[src/rtl/cp0_pkg.sv]
// Shared CP0 definitions: register addresses, MTC0 writable masks, ExcCode values
// and the packed Status/Cause layouts.
package cp0_pkg;

  localparam logic [4:0] CP0_INDEX    = 5'd0;
  localparam logic [4:0] CP0_RANDOM   = 5'd1;
  localparam logic [4:0] CP0_ENTRYLO0 = 5'd2;
  localparam logic [4:0] CP0_ENTRYLO1 = 5'd3;
  localparam logic [4:0] CP0_CONTEXT  = 5'd4;
  localparam logic [4:0] CP0_PAGEMASK = 5'd5;
  localparam logic [4:0] CP0_WIRED    = 5'd6;
  localparam logic [4:0] CP0_BADVADDR = 5'd8;
  localparam logic [4:0] CP0_COUNT    = 5'd9;
  localparam logic [4:0] CP0_ENTRYHI  = 5'd10;
  localparam logic [4:0] CP0_COMPARE  = 5'd11;
  localparam logic [4:0] CP0_STATUS   = 5'd12;
  localparam logic [4:0] CP0_CAUSE    = 5'd13;
  localparam logic [4:0] CP0_EPC      = 5'd14;
  localparam logic [4:0] CP0_PRID     = 5'd15;
  localparam logic [4:0] CP0_CONFIG   = 5'd16;
  localparam logic [4:0] CP0_ERROREPC = 5'd30;

  // Bits software may change through MTC0; everything else holds its value.
  localparam logic [31:0] MASK_INDEX    = 32'h0000_003F;
  localparam logic [31:0] MASK_ENTRYLO  = 32'h03FF_FFFF;
  localparam logic [31:0] MASK_CONTEXT  = 32'hFF80_0000;
  localparam logic [31:0] MASK_PAGEMASK = 32'h1FFF_E000;
  localparam logic [31:0] MASK_WIRED    = 32'h0000_003F;
  localparam logic [31:0] MASK_ENTRYHI  = 32'hFFFF_E0FF;
  localparam logic [31:0] MASK_STATUS   = 32'hF040_FF17;
  localparam logic [31:0] MASK_CAUSE    = 32'h0000_0300;
  localparam logic [31:0] MASK_EBASE    = 32'h3FFF_F000;
  localparam logic [31:0] MASK_ALL      = 32'hFFFF_FFFF;

  typedef enum logic [4:0] {
    EXC_INT  = 5'd0,  EXC_MOD  = 5'd1,  EXC_TLBL = 5'd2,  EXC_TLBS = 5'd3,
    EXC_ADEL = 5'd4,  EXC_ADES = 5'd5,  EXC_IBE  = 5'd6,  EXC_DBE  = 5'd7,
    EXC_SYS  = 5'd8,  EXC_BP   = 5'd9,  EXC_RI   = 5'd10, EXC_CPU  = 5'd11,
    EXC_OV   = 5'd12, EXC_TR   = 5'd13
  } exc_code_e;

  typedef struct packed {
    logic [3:0] cu;
    logic       rp;
    logic       fr;
    logic       re;
    logic       mx;
    logic       px;
    logic       bev;
    logic       ts;
    logic       sr;
    logic       nmi;
    logic       zero0;
    logic [1:0] impl;
    logic [7:0] im;
    logic       kx;
    logic       sx;
    logic       ux;
    logic       um;
    logic       zero1;
    logic       erl;
    logic       exl;
    logic       ie;
  } status_t;

  typedef struct packed {
    logic       bd;
    logic       ti;
    logic [1:0] ce;
    logic       dc;
    logic       pci;
    logic [1:0] zero0;
    logic       iv;
    logic       wp;
    logic [5:0] zero1;
    logic [7:0] ip;
    logic       zero2;
    exc_code_e  exc_code;
    logic [1:0] zero3;
  } cause_t;

  function automatic logic [31:0] mask_wr(input logic [31:0] old_val,
                                          input logic [31:0] new_val,
                                          input logic [31:0] mask);
    return (old_val & ~mask) | (new_val & mask);
  endfunction

endpackage

[src/rtl/cp0_timer.sv]
// CP0 Count/Compare timer: prescaled Count, Compare register and sticky timer
// interrupt flag (TI).
module cp0_timer #(
  parameter int COUNT_DIV = 2
) (
  input  logic        clk,
  input  logic        rst,
  input  logic        count_we,
  input  logic [31:0] count_wdata,
  input  logic        compare_we,
  input  logic [31:0] compare_wdata,
  output logic [31:0] count_o,
  output logic [31:0] compare_o,
  output logic        ti_o
);

  localparam int PW = (COUNT_DIV > 1) ? $clog2(COUNT_DIV) : 1;
  localparam logic [PW-1:0] PRESC_MAX = PW'(COUNT_DIV - 1);

  logic [PW-1:0] presc_q, presc_d;
  logic [31:0]   count_q, count_d;
  logic [31:0]   compare_q, compare_d;
  logic          ti_q, ti_d;
  logic          tick;

  always_comb begin
    tick      = (presc_q == PRESC_MAX);
    presc_d   = tick ? '0 : presc_q + 1'b1;
    count_d   = tick ? count_q + 32'd1 : count_q;
    compare_d = compare_q;
    // The match is only honoured on the cycle Count actually advances.
    ti_d      = ti_q | (tick & (count_q == compare_q));
    if (compare_we) begin
      compare_d = compare_wdata;
      ti_d      = 1'b0;
    end
    if (count_we) begin
      count_d = count_wdata;
      presc_d = '0;
    end
  end

  always_ff @(posedge clk) begin
    if (!rst) begin
      presc_q   <= '0;
      count_q   <= '0;
      compare_q <= '0;
      ti_q      <= 1'b0;
    end else begin
      presc_q   <= presc_d;
      count_q   <= count_d;
      compare_q <= compare_d;
      ti_q      <= ti_d;
    end
  end

  assign count_o   = count_q;
  assign compare_o = compare_q;
  assign ti_o      = ti_q;

endmodule

[src/rtl/cp0_regfile_mp.sv]
// Multi-port MIPS32 CP0 register file with exception/ERET entry, timer and interrupt request.
// Optional TLB registers (Index, Random, EntryLo0/1, Context, PageMask, Wired) under CP0_TLB_REGS_EN.
module cp0_regfile_mp
  import cp0_pkg::*;
#(
  parameter int          NUM_PORTS   = 2,
  parameter int          COUNT_DIV   = 2,
  parameter int          TLB_ENTRIES = 32,
  parameter logic [31:0] EBASE_RESET = 32'h8000_0000,
  parameter logic [31:0] PRID_VALUE  = 32'h00FF_0000
) (
  input  logic                           clk,
  input  logic                           rst,
  input  logic [NUM_PORTS-1:0]           wr_en,
  input  logic [NUM_PORTS*5-1:0]         wr_addr,
  input  logic [NUM_PORTS*3-1:0]         wr_sel,
  input  logic [NUM_PORTS*32-1:0]        wr_data,
  input  logic [NUM_PORTS*5-1:0]         rd_addr,
  input  logic [NUM_PORTS*3-1:0]         rd_sel,
  output logic [NUM_PORTS*32-1:0]        rd_data,
  input  logic                           exc_valid,
  input  logic [4:0]                     exc_code,
  input  logic [31:0]                    exc_pc,
  input  logic                           exc_bd,
  input  logic                           exc_badva_valid,
  input  logic [31:0]                    exc_badva,
  input  logic                           eret,
  input  logic [5:0]                     hw_int,
  input  logic                           tlb_wr_valid,
  input  logic [31:0]                    tlb_entryhi,
  input  logic [31:0]                    tlb_entrylo0,
  input  logic [31:0]                    tlb_entrylo1,
  input  logic [31:0]                    tlb_pagemask,
  input  logic                           tlbp_valid,
  input  logic                           tlbp_hit,
  input  logic [$clog2(TLB_ENTRIES)-1:0] tlbp_index,
  output logic [31:0]                    status_o,
  output logic [31:0]                    cause_o,
  output logic [31:0]                    epc_o,
  output logic [31:0]                    errorepc_o,
  output logic [31:0]                    ebase_o,
  output logic [31:0]                    entryhi_o,
  output logic                           int_req
);

`ifdef CP0_TLB_REGS_EN
  localparam int          IW          = $clog2(TLB_ENTRIES);
  localparam logic [31:0] RANDOM_TOP  = 32'(TLB_ENTRIES - 1);
  localparam logic [31:0] CONFIG_VAL  = 32'h8000_0080;
  localparam logic [31:0] CONFIG1_VAL = {1'b0, 6'(TLB_ENTRIES - 1), 3'd0, 3'd3, 3'd0,
                                         3'd0, 3'd3, 3'd0, 7'd0};
`else
  localparam logic [31:0] CONFIG_VAL  = 32'h8000_0000;
  localparam logic [31:0] CONFIG1_VAL = {1'b0, 6'd0, 3'd0, 3'd3, 3'd0, 3'd0, 3'd3, 3'd0, 7'd0};
`endif

  status_t     status_q, status_d;
  cause_t      cause_q, cause_d, cause_rd;
  logic [31:0] epc_q, epc_d, errorepc_q, errorepc_d;
  logic [31:0] badvaddr_q, badvaddr_d, ebase_q, ebase_d, entryhi_q, entryhi_d;
`ifdef CP0_TLB_REGS_EN
  logic [31:0] index_q, index_d, random_q, random_d, wired_q, wired_d;
  logic [31:0] entrylo0_q, entrylo0_d, entrylo1_q, entrylo1_d;
  logic [31:0] pagemask_q, pagemask_d, context_q, context_d;
`endif

  logic        count_we, compare_we, ti;
  logic [31:0] count_wdata, compare_wdata, count_val, compare_val;

  cp0_timer #(
    .COUNT_DIV(COUNT_DIV)
  ) u_timer (
    .clk          (clk),
    .rst          (rst),
    .count_we     (count_we),
    .count_wdata  (count_wdata),
    .compare_we   (compare_we),
    .compare_wdata(compare_wdata),
    .count_o      (count_val),
    .compare_o    (compare_val),
    .ti_o         (ti)
  );

  always_comb begin
    logic [4:0]  wa;
    logic [2:0]  ws;
    logic [31:0] wd;
    wa            = '0;
    ws            = '0;
    wd            = '0;
    status_d      = status_q;
    cause_d       = cause_q;
    epc_d         = epc_q;
    errorepc_d    = errorepc_q;
    badvaddr_d    = badvaddr_q;
    ebase_d       = ebase_q;
    entryhi_d     = entryhi_q;
    count_we      = 1'b0;
    count_wdata   = '0;
    compare_we    = 1'b0;
    compare_wdata = '0;
    cause_d.ip[6:2] = hw_int[4:0];
    cause_d.ip[7]   = hw_int[5];
`ifdef CP0_TLB_REGS_EN
    index_d    = index_q;
    wired_d    = wired_q;
    entrylo0_d = entrylo0_q;
    entrylo1_d = entrylo1_q;
    pagemask_d = pagemask_q;
    context_d  = context_q;
    random_d   = (random_q == wired_q) ? RANDOM_TOP : random_q - 32'd1;
`endif
    if (exc_valid) begin
      if (!status_q.exl) begin
        epc_d      = exc_bd ? exc_pc - 32'd4 : exc_pc;
        cause_d.bd = exc_bd;
      end
      cause_d.exc_code = exc_code_e'(exc_code);
      status_d.exl     = 1'b1;
      if (exc_badva_valid) badvaddr_d = exc_badva;
    end else if (eret) begin
      if (status_q.erl) status_d.erl = 1'b0;
      else              status_d.exl = 1'b0;
    end else begin
      // Ports applied in ascending order so the highest index wins a conflict.
      for (int p = 0; p < NUM_PORTS; p++) begin
        if (wr_en[p]) begin
          wa = wr_addr[p*5 +: 5];
          ws = wr_sel[p*3 +: 3];
          wd = wr_data[p*32 +: 32];
          if (ws == 3'd1) begin
            if (wa == CP0_PRID) ebase_d = mask_wr(ebase_d, wd, MASK_EBASE);
          end else if (ws == 3'd0) begin
            case (wa)
              CP0_COUNT:    begin count_we = 1'b1; count_wdata = wd; end
              CP0_COMPARE:  begin compare_we = 1'b1; compare_wdata = wd; end
              CP0_STATUS:   status_d   = mask_wr(status_d, wd, MASK_STATUS);
              CP0_CAUSE:    cause_d    = mask_wr(cause_d, wd, MASK_CAUSE);
              CP0_EPC:      epc_d      = mask_wr(epc_d, wd, MASK_ALL);
              CP0_ERROREPC: errorepc_d = mask_wr(errorepc_d, wd, MASK_ALL);
              CP0_ENTRYHI:  entryhi_d  = mask_wr(entryhi_d, wd, MASK_ENTRYHI);
`ifdef CP0_TLB_REGS_EN
              CP0_INDEX:    index_d    = mask_wr(index_d, wd, MASK_INDEX);
              CP0_ENTRYLO0: entrylo0_d = mask_wr(entrylo0_d, wd, MASK_ENTRYLO);
              CP0_ENTRYLO1: entrylo1_d = mask_wr(entrylo1_d, wd, MASK_ENTRYLO);
              CP0_CONTEXT:  context_d  = mask_wr(context_d, wd, MASK_CONTEXT);
              CP0_PAGEMASK: pagemask_d = mask_wr(pagemask_d, wd, MASK_PAGEMASK);
              CP0_WIRED: begin
                wired_d  = mask_wr(wired_d, wd, MASK_WIRED);
                random_d = RANDOM_TOP;
              end
`endif
              default: ;
            endcase
          end
        end
      end
`ifdef CP0_TLB_REGS_EN
      // TLB results override any MTC0 to the same register this cycle.
      if (tlb_wr_valid) begin
        entryhi_d  = mask_wr(entryhi_d, tlb_entryhi, MASK_ENTRYHI);
        entrylo0_d = mask_wr(entrylo0_d, tlb_entrylo0, MASK_ENTRYLO);
        entrylo1_d = mask_wr(entrylo1_d, tlb_entrylo1, MASK_ENTRYLO);
        pagemask_d = mask_wr(pagemask_d, tlb_pagemask, MASK_PAGEMASK);
      end
      if (tlbp_valid) index_d = {~tlbp_hit, {(31-IW){1'b0}}, tlbp_index};
`endif
    end
  end

  always_ff @(posedge clk) begin
    if (!rst) begin
      status_q   <= status_t'(32'h1040_0004);
      cause_q    <= '0;
      epc_q      <= '0;
      errorepc_q <= '0;
      badvaddr_q <= '0;
      ebase_q    <= EBASE_RESET;
      entryhi_q  <= '0;
`ifdef CP0_TLB_REGS_EN
      index_q    <= '0;
      random_q   <= RANDOM_TOP;
      wired_q    <= '0;
      entrylo0_q <= '0;
      entrylo1_q <= '0;
      pagemask_q <= '0;
      context_q  <= '0;
`endif
    end else begin
      status_q   <= status_d;
      cause_q    <= cause_d;
      epc_q      <= epc_d;
      errorepc_q <= errorepc_d;
      badvaddr_q <= badvaddr_d;
      ebase_q    <= ebase_d;
      entryhi_q  <= entryhi_d;
`ifdef CP0_TLB_REGS_EN
      index_q    <= index_d;
      random_q   <= random_d;
      wired_q    <= wired_d;
      entrylo0_q <= entrylo0_d;
      entrylo1_q <= entrylo1_d;
      pagemask_q <= pagemask_d;
      context_q  <= context_d;
`endif
    end
  end

  // TI lives in the timer; it is folded into the architectural Cause view here.
  always_comb begin
    cause_rd       = cause_q;
    cause_rd.ti    = ti;
    cause_rd.ip[7] = cause_q.ip[7] | ti;
  end

  always_comb begin
    logic [4:0]  ra;
    logic [2:0]  rs;
    logic [31:0] rv;
    rd_data = '0;
    for (int p = 0; p < NUM_PORTS; p++) begin
      ra = rd_addr[p*5 +: 5];
      rs = rd_sel[p*3 +: 3];
      rv = '0;
      if (rs == 3'd1) begin
        if (ra == CP0_PRID)   rv = ebase_q;
        if (ra == CP0_CONFIG) rv = CONFIG1_VAL;
      end else if (rs == 3'd0) begin
        case (ra)
          CP0_BADVADDR: rv = badvaddr_q;
          CP0_COUNT:    rv = count_val;
          CP0_ENTRYHI:  rv = entryhi_q;
          CP0_COMPARE:  rv = compare_val;
          CP0_STATUS:   rv = status_q;
          CP0_CAUSE:    rv = cause_rd;
          CP0_EPC:      rv = epc_q;
          CP0_PRID:     rv = PRID_VALUE;
          CP0_CONFIG:   rv = CONFIG_VAL;
          CP0_ERROREPC: rv = errorepc_q;
`ifdef CP0_TLB_REGS_EN
          CP0_INDEX:    rv = index_q;
          CP0_RANDOM:   rv = random_q;
          CP0_ENTRYLO0: rv = entrylo0_q;
          CP0_ENTRYLO1: rv = entrylo1_q;
          CP0_CONTEXT:  rv = context_q;
          CP0_PAGEMASK: rv = pagemask_q;
          CP0_WIRED:    rv = wired_q;
`endif
          default:      rv = '0;
        endcase
      end
      rd_data[p*32 +: 32] = rv;
    end
  end

`ifndef CP0_TLB_REGS_EN
  logic tlb_unused;
  assign tlb_unused = ^{tlb_wr_valid, tlb_entryhi, tlb_entrylo0, tlb_entrylo1, tlb_pagemask,
                        tlbp_valid, tlbp_hit, tlbp_index};
`endif

  assign status_o   = status_q;
  assign cause_o    = cause_rd;
  assign epc_o      = epc_q;
  assign errorepc_o = errorepc_q;
  assign ebase_o    = ebase_q;
  assign entryhi_o  = entryhi_q;
  assign int_req    = status_q.ie & ~status_q.exl & ~status_q.erl & |(cause_rd.ip & status_q.im);

endmodule

[config.mk]
export PLATFORM = sky130hd
export DESIGN_NAME = cp0_regfile_mp
export DESIGN_NICKNAME = d
export VERILOG_FILES = /design/src/rtl/cp0_pkg.sv /design/src/rtl/cp0_timer.sv /design/src/rtl/cp0_regfile_mp.sv
export SDC_FILE = /design/constraint.sdc
export NUM_CORES = 1
export LEC_CHECK = 0
export ABC_AREA = 1
export CAP_MARGIN = 15
export CORE_AREA = 4 4 220 222
export CTS_CLUSTER_SIZE = 30
export DETAILED_ROUTE_END_ITERATION = 8
export DIE_AREA = 0 0 224 226
export GPL_ROUTABILITY_DRIVEN = 1
export PLACE_DENSITY = 0.7
export SLEW_MARGIN = 20
export SYNTH_ARGS = -nofsm -noshare
export SYNTH_HDL_FRONTEND = slang
export SYNTH_HIERARCHICAL = 1
export SYNTH_SLANG_ARGS = --single-unit
export TNS_END_PERCENT = 50
[constraint.sdc]
create_clock -name clk -period 3.1 [get_ports clk]
set_input_delay 0.62 -clock clk [delete_from_list [all_inputs] [get_ports clk]]
set_output_delay 0.62 -clock clk [all_outputs]
set_load 0.05 [all_outputs]
# Word-level counts from Yosys, hierarchy flattened
# Cells that the tools add are included.
# totals
register_bits	290
elab_cells	240
# op_classes
addsub	3
n_eq_ne	44
muxes	118
n_bitwise	20
reduce_logical	11
# op_table
operator	n
32-bit two-way mux	89
32-bit case mux with 10 select lines	2
5-bit by 4-bit equality test with 1-bit output (second input constant)	30
13-bit by 32-bit bitwise OR with 32-bit output	2
28-bit by 32-bit bitwise OR with 32-bit output	2
32-bit by 10-bit bitwise OR with 32-bit output	2
32-bit by 30-bit bitwise OR with 32-bit output	2
32-bit by 1-bit adder with 32-bit output (second input constant)	1
32-bit equality test	1
32-bit by 3-bit subtractor with 32-bit output (second input constant)	1
5-bit equality test (second input constant)	6
1-bit two-way mux	24
3-bit by 1-bit equality test with 1-bit output (second input constant)	4
3-bit zero test	4
9-bit two-way mux	1
8-bit bitwise AND	1
8-bit OR reduction	1
2-bit AND reduction	3
5-bit two-way mux	1
1-bit inverter	5
1-bit bitwise AND	4
2-bit inequality test (second input constant)	2
3-bit inequality test (second input constant)	1
3-bit OR reduction	1
5 further kinds	6

# Logic depth before layout (Yosys ltp)
# Gate-level depths: netlist of the first run.
# logic_depth
word_depth	14
mapped_depth	15
ltp_nobuf	14

# Cells and area by module
# The synthesis of the first run kept the hierarchy.
# modules_own_cells
module	n_inst	cells_per_inst	area_each_um2	seq_area_each_um2
cp0_regfile_mp	1	2575	14702.9	3443.3
cp0_timer	1	593	3801.1	1321.3

# Worst setup path after synthesis of the first run
# No wires, ideal clock.
# synth_timing
path_kind	in2out
startpoint	input port rd_addr[0]
endpoint	output port rd_data[16]
arrival_time_ns	2.631
required_ns	2.480
path_slack_ns	-0.151
path_stages	8
n_path_buf	1
cell_sequence	inv_1 > nand2_1 > nor2_2 > nand2_1 > clkbuf_1 > o22ai_1 > nor3_1 > o21ai_0
# synth_between
elab_chain_len	4
word_cells_on_any_way	15
# synth_rtl
item	line	text
from (decl)	cp0_regfile_mp.sv:18	input logic [NUM_PORTS*5-1:0] rd_addr,
5-bit equality test (tied with other cells)	cp0_regfile_mp.sv:229	case (ra)
32-bit case mux with 10 select lines or 32-bit two-way mux (tied branches)	cp0_regfile_mp.sv:229, cp0_regfile_mp.sv:226	
32-bit two-way mux (on tied branches)	cp0_regfile_mp.sv:228, cp0_regfile_mp.sv:227	
32-bit two-way mux (*)	cp0_regfile_mp.sv:225	if (rs == 3'd1) begin
to (decl)	cp0_regfile_mp.sv:20	output logic [NUM_PORTS*32-1:0] rd_data,
# Every way passes the cells marked *; elsewhere a longest branch is shown, timed or not.

# Worst setup path in the final report of the first run
# layout_timing
startpoint	input port rd_addr[4]
endpoint	output port rd_data[21]
# The elaborated chain is that of the path after synthesis.

==> flow_summary.ini, run 1 <==
[floorplan]
die-area_um2 = 50600
rows = 79
die_x_um = 224
coreArea_um2 = 46400
die_h_um = 226
num_io_pins = 572
start_util = 0.399

[synth]
syn_inst = 3168
syn_area_um2 = 18500
yosysUniqueCellTypes = 47
synth_warnings = 6
synth_fa_ha_area_frac = 0.00135
synthMuxAreaShare = 0
post_synth.cell_area_avg_um2 = 5.84
synth_top_family_by_area = simple AND/OR/NAND/NOR gates
synth-seq-area-share = 0.257
synth_xor_xnor_area_share = 0.00852
synth_compound_area_frac = 0.273
yosys.area_share.simple = 0.301
ys_ff_latch = 238

[power_and_ir_drop]
power.internal_mw = 6.01
p_per_area_nw_per_um2 = 341
p_comb_frac = 0.198
irDropWorstVdd_mv = 0.372
swShare = 0.318
p_switching_mw = 2.80
fin_total_pwr_mw = 8.81
power_frac_seq = 0.371
clkPwrFrac = 0.431
p_leak_nw = 10.5

[route]
routed_wl_um = 99000
drc_errors = 0
postRouteAntennaNets = 0
routedWlPerCell_um = 23.4
post_drt_via_cell_ratio = 5.68
vias = 24000
drtIter0Drc = 3342
drtPass1Iterations = 7

[critical_path]
cp-end-kind = output pin
worstSetupPathType = primary input to output pin
r2r_slack_ns = 1.26
cp.required_ns = 2.48
r2r_end = u_timer/count_o[23]
crit_path_start = rd_addr[4]
timing.rr.start = u_timer/count_o[7]
endpoint = rd_data[21]
critical_path_arrival_ns = 2.40
start_kind = primary input
cp_max_fo = 5
worst_r2r_path_depth = 7

[timing]
tns_ns = 0
clock_skew_ns = 0.0246
drv_slew = 0
post-route-min-period_ns = 3.02
setup_violations = 0
timing.fmax_ghz = 0.331
fin_crit_sh = 0.974
holdWs_ns = 0.497
max_slew_margin = 0.490
finalHoldViolations = 0
rsz0062_at_grt = no
tightest_slew_ns = 0.766

[cts]
clockBufferDepth = 3
cts.reportedPaths.clkPinSlew_ns = 0.06
root_buffer = clkbuf_16
hold_buffers = 0
cts_tree = yes
clock_latency_ns = 0.59
clock-sinks = 238
cts-htree-levels = 1
numCtsBuffers = 29

[grt]
grt_pass1_vias = 21600
grt_usage = 0.368
grt_pass1_wl_um = 142000
antenna_found_initial = 5
grt_overflow = 0
grt_start_max_net_pins = 73

[job]
drv_cap = 0

[cells_and_area]
nets = 3924
nFillCells = 4657
stdcell_count = 4237
drive_gt1_frac = 0.131
syn_to_final_growth_pct = 39.6

[status]
status = complete, no violations

[min_path]
min_path_type = flip-flop to flip-flop

[placement]
place_inst = 4177
hpwlAfterDp_um = 79400
portBuffers = 384
gp_congestion = 1.04
-- kinds of logic after synthesis --
family | after synthesis
xor+xnor | 18
compound gates | 914
fa+ha+maj | 2
buf+inv | 678
simple gates | 1316
other cells | 2
flops | 238
-- worst max-delay path: stages --
cell           delay [ns]
dlygate4sd2_1        0.29
inv_2                0.10
nand3_2              0.12
inv_2                0.10
nand2_1              0.10
buf_4                0.19
buf_12               0.13
o21ai_0              0.17
a21oi_1              0.06
nand2_1              0.09
nand2_1              0.12
o21ai_2              0.12
buf_12               0.17
-- state kept, by name, indices dropped and copies added, names as in the netlist, 13 cells and up --
signal and count:
u_timer/count_o 32, ebase_o 18, errorepc_o 32, entryhi_o 27, cause_o 13, u_timer/compare_o 32, epc_o 32, badvaddr_q 32
status_o 17
-- layout make-up --
type | count | area [um^2] | area share
clock buffers | 41 | 871 | 0.0337
diodes | 1 | 2.50 | 0.0000969
well taps | 607 | 759 | 0.0294
clock inverters | 12 | 180 | 0.00698
repair buffers | 593 | 6380 | 0.247
multi-input cells | 2301 | 11200 | 0.433
inverters | 444 | 1680 | 0.0650
flip-flops and latches | 238 | 4760 | 0.184
-- metal layers --
layer	track usage	vias to the layer above	share of wire
li1	-	11200	-
met1	0.527	11000	0.41
met2	0.540	1676	0.41
met3	0.0967	214	0.14
met4	0.116	2	0.039
met5	0	-	0.00019
-- synth_stat cells (all sizes together) --
| library cell | n | share of area |
|---|---|---|
| conb | 2 | 0.00041 |
| nor4 | 1 | 0.00034 |
| a211oi | 33 | 0.014 |
| ha | 2 | 0.0014 |
| and2 | 1 | 0.00034 |
| o21ai | 410 | 0.11 |
| o31ai | 4 | 0.0016 |
| nand3 | 175 | 0.048 |
| dfxtp | 238 | 0.26 |
| xor2 | 13 | 0.0062 |
| nor3 | 32 | 0.0095 |
| nand4 | 23 | 0.0089 |
| a32o | 1 | 0.00054 |
| a221oi | 3 | 0.0014 |
| buf | 140 | 0.049 |
| a22oi | 23 | 0.0093 |
| a21oi | 271 | 0.074 |
| a31oi | 14 | 0.0047 |
| o221ai | 3 | 0.0014 |
| o211ai | 29 | 0.012 |
| nand3b | 4 | 0.0016 |
| or2 | 4 | 0.0014 |
| o21bai | 10 | 0.0041 |
| o22ai | 105 | 0.035 |
| clkbuf | 94 | 0.019 |
| xnor2 | 5 | 0.0024 |
| o2111ai | 8 | 0.0038 |
| nor2 | 328 | 0.077 |
| inv | 444 | 0.090 |
| nand2 | 748 | 0.15 |
-- metrics by stage --
stage	utilization	setup slack [ns]	cell area, um^2
after floorplan	-	-0.150	18700
after global placement	0.528	-0.263	24500
after detailed placement	0.528	-0.290	24500
after CTS	0.555	0.0124	25700
after global routing	0.557	0.00613	25800
final	0.557	0.0796	25800
-- worst min-delay path by stage --
stage                          start                     to  depth (start not counted)
2_1_floorplan          badvaddr_q[1]          badvaddr_q[1]                          2
3_3_place_gp          badvaddr_q[12]         badvaddr_q[12]                          2
3_5_place_dp          badvaddr_q[12]         badvaddr_q[12]                          2
4_1_cts        u_timer/compare_o[11]  u_timer/compare_o[11]                          2
5_1_grt                badvaddr_q[9]          badvaddr_q[9]                          2
6_report               badvaddr_q[9]          badvaddr_q[9]                          2
-- cells in the final DEF, fill, tap and decap left out, drive strengths merged, types with 5 or more instances in the layout --
master         instances
a211oi                33
a21oi                271
a22oi                 23
a31oi                 14
buf                  274
clkbuf                42
clkdlybuf4s50        308
clkinv                 5
conb                  51
dfxtp                238
dlygate4sd2            8
inv                  443
nand2                748
nand3                175
nand4                 23
nor2                 328
nor3                  32
o2111ai                8
o211ai                29
o21ai                410
o21bai                10
o22ai                105
xnor2                  5
xor2                  13
-- repair_timing --
item / CTS / global route
setup endpoints to repair: 64 / 45
pin swaps: 9 / 3
cloned: 1 / 0
gates resized for setup: 61 / 27
buffers inserted: 5 / 2
hold endpoints to repair: 0 / 0
-- power groups by stage --
| stage | Combinational (mW) | Sequential [mW] | Clock (mW) |
|---|---|---|---|
| 6_report | 1.74 | 3.27 | 3.80 |
| 5_1_grt | 1.84 | 3.28 | 3.91 |
| 4_1_cts | 1.69 | 3.26 | 3.78 |
| 3_5_place_dp | 1.68 | 3.33 | 0 |
| 3_3_place_gp | 1.67 | 3.33 | 0 |
| 2_1_floorplan | 0.811 | 3.42 | 0 |
(Power assumes the default switching activity.)
==> run 2, diff against run 1 <==
Settings changed: CELL_PAD_IN_SITES_DETAIL_PLACEMENT from default to 1, CELL_PAD_IN_SITES_GLOBAL_PLACEMENT from default to 2, CORE_AREA 4 4 220 222 to default, CORE_ASPECT_RATIO from default to 2, CORE_MARGIN from default to 4, CORE_UTILIZATION from default to 24, DIE_AREA 0 0 224 226 to default, GPL_ROUTABILITY_DRIVEN 1 to 0, PLACE_DENSITY 0.7 to default, PLACE_DENSITY_LB_ADDON from default to 0.1, RECOVER_POWER from default to 25.
==> run 2 against run 1 <==
- the flow now finishes with violations (max-capacitance violations, max-slew violations)
- highest routed layer unchanged
- via count up 1.4%
- clock power decreased by 7.9%
- setup slack worse by 0.063 ns
- wire length rose by 23%
==> flow_summary.ini, run 2 (synthesized netlist as in run 1, its figures left out) <==
[cells_and_area]
nFillCells = 9850
nets = 3970
syn_to_final_growth_pct = 44.4
drive_gt1_frac = 0.137
final_common_cell = nand2_1
mostFrequentLayoutCells = nand2_1 (717), inv_1 (422), o21ai_0 (367)
stdcell_count = 4689

[route]
routed_wl_um = 122000
drtIter0Drc = 1527
routedWlPerCell_um = 25.9
drtPass1Iterations = 5
drc_errors = 0
vias = 24400
postRouteAntennaNets = 0
post_drt_via_cell_ratio = 5.20

[cts]
numCtsBuffers = 28
clock_latency_ns = 0.61
hold_buffers = 0
cts.reportedPaths.clkPinSlew_ns = 0.06
cts-htree-levels = 1
root_buffer = clkbuf_16
clock-sinks = 238
cts_tree = yes
clockBufferDepth = 3

[placement]
hpwlAfterDp_um = 99700
place_inst = 4626
portBuffers = 384

[floorplan]
num_io_pins = 572
die_h_um = 401
rows = 143
start_util = 0.243
coreArea_um2 = 76200
die-area_um2 = 81900
die_x_um = 204

[timing]
timing.fmax_ghz = 0.324
clock_skew_ns = 0.0244
rsz0062_at_grt = yes
drv_slew = 45
max_slew_margin = -0.351
post-route-min-period_ns = 3.08
holdWs_ns = 0.486
finalHoldViolations = 0
tightest_slew_ns = 2.03
setup_violations = 0
tns_ns = 0
fin_crit_sh = 0.995

[grt]
grt_pass1_wl_um = 174000
antenna_found_initial = 2
grt_pass1_vias = 25400
grt_start_max_net_pins = 96
grt_overflow = 0
grt_usage = 0.284

[critical_path]
worst_r2r_path_depth = 8
start_kind = primary input
cp-end-kind = output pin
worstSetupPathType = primary input to output pin
critical_path_arrival_ns = 2.46
cp.required_ns = 2.48
r2r_end = u_timer/count_o[28]
timing.rr.start = u_timer/count_o[26]
r2r_slack_ns = 1.07
cp_max_fo = 7

[job]
drv_cap = 1

[power_and_ir_drop]
p_switching_mw = 2.90
swShare = 0.339
power.internal_mw = 5.67
p_comb_frac = 0.211
fin_total_pwr_mw = 8.57
p_per_area_nw_per_um2 = 321
power_frac_seq = 0.380
clkPwrFrac = 0.409
p_leak_nw = 10.7
irDropWorstVdd_mv = 0.375

[status]
violations = max-capacitance violations, max-slew violations
status = complete, but fails checks

[min_path]
min_path_type = flip-flop to flip-flop
whs_path_depth = 2
hold_start = ebase_o[28]
min_to = ebase_o[28]
==> run 2: cell count changes in the layout (fill, tap and decap cells not counted), moves of 5 or more <==
cell	before	now
o21ai_1	49	40
clkbuf_2	1	6
clkbuf_1	2	16
clkinv_2	2	8
o21ai_0	355	367
buf_12	89	96
clkbuf_8	10	2
buf_4	183	196
buf_6	2	12
==> run 2: worst max-delay path, stage by stage <==
cell	delay (ns)
clkdlybuf4s50_1	0.44
nor2_1	0.13
nand2_1	0.24
nor2_2	0.31
inv_2	0.16
o21ai_0	0.23
buf_4	0.19
buf_12	0.14
==> run 2: metrics by stage <==
stage / utilization / worst slack (ns) / instance area (um^2)
2_1_floorplan: - / -0.150 / 18700
3_3_place_gp: 0.333 / -0.447 / 25400
3_5_place_dp: 0.333 / -0.532 / 25400
4_1_cts: 0.350 / 0.00134 / 26700
6_report: 0.351 / 0.0170 / 26700
5_1_grt: 0.351 / -0.0369 / 26700
==> run 2: area by class of cell <==
cell class | instances | area, um^2 | share of cell area
Clock buffer | 39 | 783 | 0.0293
Clock inverter | 11 | 108 | 0.00403
Timing Repair Buffer | 640 | 6850 | 0.256
Tap cell | 1015 | 1270 | 0.0475
Sequential cell | 238 | 4760 | 0.178
Inverter | 444 | 1680 | 0.0627
Multi-Input combinational cell | 2301 | 11300 | 0.422
Antenna cell | 1 | 2.50 | 0.0000936
==> run 2: routing by layer <==
| metal | up-vias | part of all wire | GRT usage |
|---|---|---|---|
| met5 | - | 0.00011 | 0 |
| met4 | 2 | 0.057 | 0.132 |
| met3 | 246 | 0.065 | 0.0448 |
| met2 | 960 | 0.48 | 0.489 |
| met1 | 11900 | 0.40 | 0.344 |
| li1 | 11300 | - | - |
==> run 2: repair_timing <==
item                       4_1_cts  5_1_grt
cloned                           2        0
setup endpoints to repair       64       37
resized for setup               89       28
pin swaps                       14        8
buffers inserted                 9        1
==> run 2: power groups by stage <==
stage / Combinational [mW] / Clock (mW) / Sequential (mW)
2_1_floorplan: 0.811 / 0 / 3.42
5_1_grt: 1.93 / 3.68 / 3.27
3_3_place_gp: 1.75 / 0 / 3.32
6_report: 1.81 / 3.50 / 3.26
3_5_place_dp: 1.77 / 0 / 3.33
4_1_cts: 1.81 / 3.60 / 3.26
==> run 2: how the worst max path moves through the flow <==
stage,startpoint,endpoint,cells past startpoint
2_1_floorplan,rd_addr[0],rd_data[29],8
3_3_place_gp,rd_addr[8],rd_data[55],10
3_5_place_dp,rd_addr[5],rd_data[55],9
4_1_cts,rd_addr[4],rd_data[7],14
5_1_grt,rd_addr[4],rd_data[22],16
6_report,rd_sel[5],rd_data[47],8
